==> src/rtl/rs232_pkg.sv <==
//------------------------------------------------------------------------------
// Module   : rs232_pkg
// Brief    : Shared RS-232 frame definitions (state encoding, word size,
//            default bit period) for the transmitter and receiver.
// Revision : 1.0
//------------------------------------------------------------------------------
`default_nettype none

package rs232_pkg;

    localparam int unsigned c_data_bits              = 8;
    localparam int unsigned c_default_clocks_per_bit = 868;

    typedef enum logic [1:0] {
        ST_IDLE  = 2'd0,
        ST_START = 2'd1,
        ST_DATA  = 2'd2,
        ST_STOP  = 2'd3
    } rs232_state_t;

endpackage

`default_nettype wire

==> src/rtl/rs232_baud_timer.sv <==
//------------------------------------------------------------------------------
// Module   : rs232_baud_timer
// Brief    : Bit-period down-counter; pulses o_tick on the last cycle of
//            each bit period while running.
// Revision : 1.0
//------------------------------------------------------------------------------
`default_nettype none

module rs232_baud_timer
    import rs232_pkg::*;
#(
    parameter int unsigned CLOCKS_PER_BIT = c_default_clocks_per_bit
) (
    input  logic clk,
    input  logic rst,
    input  logic i_run,
    input  logic i_reload,
    output logic o_tick
);

    localparam int unsigned         c_cnt_w  = (CLOCKS_PER_BIT > 1) ? $clog2(CLOCKS_PER_BIT) : 1;
    localparam logic [c_cnt_w-1:0]  c_reload = c_cnt_w'(CLOCKS_PER_BIT - 1);

    logic [c_cnt_w-1:0] cnt_q;
    logic [c_cnt_w-1:0] cnt_d;

    // Saturates at zero so the count can never leave 0..CLOCKS_PER_BIT-1.
    always_comb begin
        cnt_d = cnt_q;
        if (i_reload) begin
            cnt_d = c_reload;
        end else if (i_run && (cnt_q != '0)) begin
            cnt_d = cnt_q - c_cnt_w'(1);
        end
    end

    always_ff @(posedge clk or posedge rst) begin
        if (rst) begin
            cnt_q <= '0;
        end else begin
            cnt_q <= cnt_d;
        end
    end

    assign o_tick = i_run && (cnt_q == '0);

endmodule

`default_nettype wire

==> src/rtl/rs232_tx.sv <==
//------------------------------------------------------------------------------
// Module   : rs232_tx
// Brief    : 8N1 RS-232 transmitter with a stb/ack stream input.
// Revision : 1.0
//------------------------------------------------------------------------------
`default_nettype none

module rs232_tx
    import rs232_pkg::*;
#(
    parameter int unsigned CLOCKS_PER_BIT = c_default_clocks_per_bit
) (
    input  logic        clk,
    input  logic        rst,
    input  logic [31:0] input_tx,
    input  logic        input_tx_stb,
    output logic        input_tx_ack,
    output logic        tx,
    output logic        busy
);

    generate
        if (CLOCKS_PER_BIT < 2) begin : g_cpb_check
            $error("rs232_tx: CLOCKS_PER_BIT must be at least 2");
        end
    endgenerate

    rs232_state_t           state_q;
    rs232_state_t           state_d;
    logic                   tx_q;
    logic                   tx_d;
    logic                   ack_q;
    logic                   ack_d;
    logic                   busy_q;
    logic                   busy_d;
    logic [c_data_bits-1:0] shift_q;
    logic [c_data_bits-1:0] shift_d;
    logic [2:0]             bit_idx_q;
    logic [2:0]             bit_idx_d;

    logic                   w_reload;
    logic                   w_run;
    logic                   w_tick;
    logic                   w_unused_upper;

    assign w_unused_upper = ^input_tx[31:c_data_bits];
    assign w_run          = (state_q != ST_IDLE);

    rs232_baud_timer #(
        .CLOCKS_PER_BIT (CLOCKS_PER_BIT)
    ) u_baud_timer (
        .clk      (clk),
        .rst      (rst),
        .i_run    (w_run),
        .i_reload (w_reload),
        .o_tick   (w_tick)
    );

    always_comb begin
        state_d   = state_q;
        tx_d      = tx_q;
        ack_d     = ack_q;
        busy_d    = busy_q;
        shift_d   = shift_q;
        bit_idx_d = bit_idx_q;
        w_reload  = 1'b0;

        case (state_q)
            ST_IDLE: begin
                tx_d   = 1'b1;
                busy_d = 1'b0;
                ack_d  = 1'b1;
                // ack_q gates the transfer so nothing is taken on the first edge out of reset.
                if (ack_q && input_tx_stb) begin
                    state_d   = ST_START;
                    tx_d      = 1'b0;
                    busy_d    = 1'b1;
                    ack_d     = 1'b0;
                    shift_d   = input_tx[c_data_bits-1:0];
                    bit_idx_d = 3'd0;
                    w_reload  = 1'b1;
                end
            end

            ST_START: begin
                if (w_tick) begin
                    state_d  = ST_DATA;
                    tx_d     = shift_q[0];
                    shift_d  = {1'b0, shift_q[c_data_bits-1:1]};
                    w_reload = 1'b1;
                end
            end

            ST_DATA: begin
                if (w_tick) begin
                    w_reload = 1'b1;
                    if (bit_idx_q == 3'd7) begin
                        state_d = ST_STOP;
                        tx_d    = 1'b1;
                    end else begin
                        bit_idx_d = bit_idx_q + 3'd1;
                        tx_d      = shift_q[0];
                        shift_d   = {1'b0, shift_q[c_data_bits-1:1]};
                    end
                end
            end

            ST_STOP: begin
                if (w_tick) begin
                    state_d = ST_IDLE;
                    tx_d    = 1'b1;
                    busy_d  = 1'b0;
                    ack_d   = 1'b1;
                end
            end

            default: begin
                state_d = ST_IDLE;
                tx_d    = 1'b1;
                busy_d  = 1'b0;
                ack_d   = 1'b0;
            end
        endcase
    end

    always_ff @(posedge clk or posedge rst) begin
        if (rst) begin
            state_q   <= ST_IDLE;
            tx_q      <= 1'b1;
            ack_q     <= 1'b0;
            busy_q    <= 1'b0;
            shift_q   <= '0;
            bit_idx_q <= '0;
        end else begin
            state_q   <= state_d;
            tx_q      <= tx_d;
            ack_q     <= ack_d;
            busy_q    <= busy_d;
            shift_q   <= shift_d;
            bit_idx_q <= bit_idx_d;
        end
    end

    assign tx           = tx_q;
    assign input_tx_ack = ack_q;
    assign busy         = busy_q;

endmodule

`default_nettype wire
==> config.mk <==
export PLATFORM = sky130hd
export DESIGN_NAME = rs232_tx
export DESIGN_NICKNAME = d
export VERILOG_FILES = /design/src/rtl/rs232_pkg.sv /design/src/rtl/rs232_baud_timer.sv /design/src/rtl/rs232_tx.sv
export SDC_FILE = /design/constraint.sdc
export NUM_CORES = 1
export LEC_CHECK = 0
export ABC_AREA = 1
export CAP_MARGIN = 20
export CORE_ASPECT_RATIO = 1.4
export CORE_MARGIN = 2
export CORE_UTILIZATION = 30
export DETAILED_ROUTE_END_ITERATION = 6
export GPL_ROUTABILITY_DRIVEN = 1
export PLACE_DENSITY = 0.58
export RECOVER_POWER = 50
export SYNTH_ARGS = -nofsm -noshare
export SYNTH_HDL_FRONTEND = slang
export SYNTH_SLANG_ARGS = --single-unit
==> constraint.sdc <==
create_clock -name clk -period 1.95 [get_ports clk]
set_clock_uncertainty 0.2 [all_clocks]
set_input_delay 0.585 -clock clk [delete_from_list [all_inputs] [get_ports clk]]
set_output_delay 0.585 -clock clk [all_outputs]
set_load 0.01 [all_outputs]
* After elaboration in Yosys (flattened, before gate mapping)
Index checks and enable logic that the tools add are counted.
** Word-level totals
- Word-level logic and storage cells :: 65
- Output and inout port bits :: 3
- Flip-flop bits (word level) :: 26
** Cells by class
- Add/sub/neg operators :: 2
- Reduce and logical (&&, ||, !) cells :: 17
- Multiplexer cells :: 29
- Equal/unequal tests :: 10
** Operators with widths (count)
- $mux W8 :: 4
- $pmux W8 S3 :: 1
- $mux W10 :: 2
- $logic_not A10 Y1 :: 1
- $mux W2 :: 5
- $reduce_and A5 Y1 :: 2
- $reduce_bool A10 Y1 :: 1
- $sub A10 B1 Y10 const B :: 1
- $mux W3 :: 3
- $mux W1 :: 8
- $pmux W2 S4 :: 1
- $reduce_bool A2 Y1 :: 4
- $ne A2 B1 Y1 const B :: 3
- $ne A2 B2 Y1 const B :: 3
- $pmux W1 S2 :: 3
- $pmux W3 S2 :: 1
- $eq A2 B2 Y1 const B :: 2
- $pmux W1 S4 :: 1
- $reduce_and A4 Y1 :: 1
- $add A3 B1 Y3 const B :: 1
- $eq A3 B3 Y1 const B :: 1
- $logic_and A1 B1 Y1 :: 3
- $reduce_and A3 Y1 :: 1
- $reduce_bool A3 Y1 :: 1
- 4 further kinds :: 4

* Longest topological paths before layout
- Depth in word-level cells :: 5
- Gate-level depth with buffers :: 9
- Gate-level depth less buffers :: 9

* Hierarchy
A second synthesis with hierarchy kept.
** Unflattened totals
- Cell total of the unflattened synthesis :: 235
- Area total of the unflattened synthesis :: 1726.7 um2
** By module, submodules not included
- rs232_tx :: instances 1, area an instance 1022.2 um2, cells an instance 140
- rs232_baud_timer :: instances 1, area an instance 704.4 um2, cells an instance 95

* Worst setup path before layout
No wires, ideal clock.
- Kind :: flip-flop to flip-flop
- Start :: register state_q[0]
- End :: register u_baud_timer.cnt_q[7]
- Arrival time :: 1385 ps
- Slack :: 247 ps
- Data required time :: 1632 ps
- Buffers on the path :: 1
- Stages on the path, launching flop included :: 9
- Clock period less this slack :: 1703 ps
- Library setup time :: 118 ps
- Path through :: dfrtp_1 -> inv_1 -> ha_1 -> buf_2 -> inv_2 -> a21oi_2 -> nand2_2 -> nand3_1 -> nand2_1
** On the way
- Cells in the longest elaborated chain, start to end :: 5
** RTL lines
- start: declaration :: RTL line rs232_tx.sv:28 : rs232_state_t state_q;
- start signal: assignment :: RTL line rs232_tx.sv:135 : state_q <= state_d;
- $reduce_bool A2 Y1 :: RTL line rs232_tx.sv:47 : assign w_run = (state_q != ST_IDLE);
- $logic_and A1 B1 Y1 :: RTL line rs232_baud_timer.sv:45 : assign o_tick = i_run && (cnt_q == '0);
- $mux W1 :: RTL line rs232_tx.sv:86, rs232_tx.sv:95
- $pmux W1 S2 :: RTL line rs232_tx.sv:68 : case (state_q)
- $mux W10 / $reduce_bool A2 Y1 (equally long branches)
- end signal: assignment :: RTL line rs232_baud_timer.sv:41 : cnt_q <= cnt_d;
- end: declaration :: RTL line rs232_baud_timer.sv:24 : logic [c_cnt_w-1:0] cnt_q;
Several ways; a longest one is shown, not always the timed one.
A chain may end at the register's enable or synchronous reset.

* Final worst setup path
- Start :: input input_tx_stb
- End :: register u_baud_timer.cnt_q[2]
** On the way
- Cells in the longest elaborated chain, start to end :: 4
** RTL lines
- start: declaration :: RTL line rs232_tx.sv:16 : input logic input_tx_stb,
- $logic_and A1 B1 Y1 * :: RTL line rs232_tx.sv:74 : if (ack_q && input_tx_stb) begin
- $mux W1 * :: RTL line rs232_tx.sv:74
- $pmux W1 S2 * :: RTL line rs232_tx.sv:68
- $mux W10 / $reduce_bool A2 Y1 (equally long branches)
Every way passes the cells marked *; elsewhere a longest branch is shown, timed or not.

==> results.tsv <==
stage	metric	value	unit
hold_path	Hold WC Path Type	flop to flop	
floorplanning	Die H	90.7	um
sta	Hold Vio Cnt, Final	0	
sta	Final WS setup	0.0800	ns
power	Seq pwr share	28.6	%
floorplanning	FP Rows	31	
placement	GP Congestion	0.802	
synthesis	asr flop ratio synth	100	%
synthesis	Yosys top cell area share	38.9	%
power	Comb power frac	61.0	%
global_route	gr usage total	12.2	%
setup_path	Top delay family on crit path	buffers and inverters	
power	Lkg Pwr	1.01	nW
setup_path	Critical-path top delay cell	clkdlybuf4s50_1	
setup_path	crit-path cells	clkdlybuf4s50_1 > nand2_1 > nand2_2 > nand2_2 > a21oi_4 > buf_4 > inv_2 > nand3_1 > nand2_1	
sta	RSZ-0062 raised after global routing	no	
global_route	initial antenna violation count	0	
floorplanning	total I/O pin count	38	
setup_path	Max stage delay on crit path	0.48	ns
synthesis	Synth area leaders	dfrtp_1, nand2_1, nand3_1, ha_1, inv_1	
synthesis	Synth top cells by count	nand2_1, dfrtp_1, nand3_1	
layout	nets	281	
sta	final setup fails	0	
cts	CTS Buffer Depth	2	
global_route	first-pass GRT wire length	5.82	mm
power	Clk pwr share	10.4	%
floorplanning	Initial Utilization	31.2	%
sta	Final period util	95.9	%
power	total chip power	3.04	mW
cts	Root Driver	clkbuf_8	
synthesis	post-synthesis sequential area ratio	40.5	%
sta	Max-slew headroom	56.5	%
placement	post-DP HPWL	2.42	mm
synthesis	mapped cell area	1610	um2
global_route	largest net degree at the start of global routing	27	
route	First DRT Iteration DRCs	23	
setup_path	Worst Setup EP	u_baud_timer.cnt_q[2]	
setup_path	crit path kind	input pin to flop	
route	Post-Route WL	3.21	mm
synthesis	syn_area_per_cell	7.59	um2
sta	Hold WS	0.278	ns
outcome	outcome	completed	
route	DR vias	1349	
synthesis	Yosys top cell by area	dfrtp_1	
power	sw frac	47.1	%
setup_path	reg2reg path depth	7	
global_route	GRT overflow	0	
sta	Slew @ Worst Pin	0.653	ns
cts	Post-CTS Setup Repair Bufs	0	
cts	number of H-tree levels	1	
layout	Area growth syn-to-layout	20.7	%
setup_path	RR Endpoint	state_q[0]	
placement	Port Buf Inserts	13	
layout	n_diodes	0	
setup_path	CP bufs+invs	3	
setup_path	CP Capture Type	flop	
route	Pre-antenna DRT Iters	4	
cts	TritonCTS Sinks	26	
power	Int Pwr	1.61	mW
placement	pre-CTS WS	-0.227	ns
sta	setup_tns	0	ns
sta	fmax	535	MHz
setup_path	Setup crit start	input_tx_stb	
global_route	vias in the first global route	1299	
synthesis	Netlist cell types	27	
cts	clk_lat worst skew	0.27	ns
setup_path	Max Fanout on Critical Path	5	
setup_path	Reg2Reg Setup Slack	0.14	ns
route	Via density	4.44	
cts	total CTS buffers	3	
synthesis	synthesized net count	254	
power	Power Density	1560	nW/um2
route	ANT nets after route	0	
synthesis	Synth Warn #	0	
synthesis	Synth Flop Type	dfrtp_1	
floorplanning	total die area	5970	um2
setup_path	Worst path depth	9	
layout	finished layout cell area	1940	um2
cts	clk slew on worst S/H paths	0.09	ns
floorplanning	die width	65.9	um
setup_path	worst r2r src	state_q[0]	
synthesis	Post-Synthesis Cells	212	
layout	ratio of cells with drive above 1 in the final layout	16.4	%
sta	min Tclk post-route	1.87	ns
route	drt drc	0	
setup_path	CP Data Required Time	1.91	ns
power	Max IR drop VDD	0.000703	V
cts	post-cts hold buffer count	0	
synthesis	EDFF count, synth	0	
run	max cap viols	0	
setup_path	Arr. time, crit path	1.83	ns
sta	Slew Limit Fails	0	
cts	CTS tree	done	
route	DR WL/cell	10.6	um
synthesis	most frequent cell after synthesis	nand2_1	
setup_path	startpoint types	input pin	
power	Sw Pwr	1.43	mW
synthesis	#FFs+latches synth	26	
placement	DP Area	1900	um2
floorplanning	core area	5160	um2
cells in the final DEF (no fill, tap or decap), types with 2 or more instances in the layout:
cell / instances
o21ai_0: 2
nor2_2: 2
clkbuf_8: 3
nor3_1: 2
dlygate4sd2_1: 3
inv_2: 3
nand2_2: 4
xor2_1: 4
buf_4: 10
nor2_4: 4
dfrtp_1: 25
clkdlybuf4s50_1: 9
nand3b_1: 3
nand4_1: 2
o21ai_1: 2
nand3_2: 2
ha_1: 7
inv_1: 19
nand2_1: 83
nand3_1: 24
nor2_1: 11
nand2_4: 3
or2_2: 2
final cells by class:
class / instances / area (um2)
fill: 546 / 3220
tap: 66 / 82.6
sequential: 26 / 652
multi-input combinational: 162 / 873
inverter: 22 / 82.6
clock buffer: 4 / 45.0
timing repair buffer: 24 / 206
flip-flops by register name, summed over array words and instances (netlist names):
signal and flops:
shift_q 8, tx 1, bit_idx_q 3, state_q 2, busy 1, input_tx_ack 1, u_baud_timer.cnt_q 10
through the flow:
step	instances	util, %
2_1_floorplan	212	-
3_3_place_gp	300	36.8
3_5_place_dp	300	36.8
4_1_cts	304	37.6
5_1_grt	304	37.6
6_report	304	37.6
per-layer routing:
metal | vias up | GRT usage [%] | wire (um)
met5 | - | 0 | 0
met4 | 0 | 4.17 | 23
met3 | 2 | 1.12 | 48
met2 | 11 | 22.0 | 1720
met1 | 621 | 14.7 | 1430
li1 | 715 | - | -
timing repair:
action,CTS,global route
pin swaps,0,2
endpoints found under the setup margin,3,4
gates resized for setup,3,3
kinds of logic (layout without fill, tap and decap cells):
logic type | Yosys count | count (layout) | synth area share (%)
buffers and inverters | 24 | 50 | 6.14
and+or+nand+nor | 143 | 143 | 42.1
adders and majority gates | 7 | 7 | 5.44
AOI/OAI and AO/OA | 8 | 8 | 3.65
xor gates and xnor gates | 4 | 4 | 2.18
DFF | 26 | 26 | 40.5
power groups by stage:
stage | clock network [mW] | logic [mW] | registers (mW)
finish | 0.316 | 1.85 | 0.870
global route | 0.360 | 2.12 | 0.895
CTS | 0.336 | 1.84 | 0.869
detailed placement | 0 | 1.86 | 0.877
global placement | 0 | 1.83 | 0.875
floorplan | 0 | 1.30 | 0.872
worst min path at each step:
| stage | slack [ns] | cells past startpoint | end | start |
|---|---|---|---|---|
| global placement | 0.26 | 2 | shift_q[6] | shift_q[6] |
| global route | 0.30 | 2 | bit_idx_q[2] | bit_idx_q[2] |
| detailed placement | 0.26 | 2 | shift_q[6] | shift_q[6] |
| floorplan | 0.24 | 2 | shift_q[0] | shift_q[0] |
| finish | 0.28 | 2 | tx | tx |
| CTS | 0.28 | 2 | tx | tx |
worst register-to-register path, stage by stage (launching register included):
cell and delay, ns:
dfrtp_1 0.40, inv_1 0.08, ha_1 0.23, or2_2 0.36
o21ai_2 0.24, nand2_2 0.09, nand2_1 0.07, nand2_1 0.05
(Power assumes the default switching activity.)
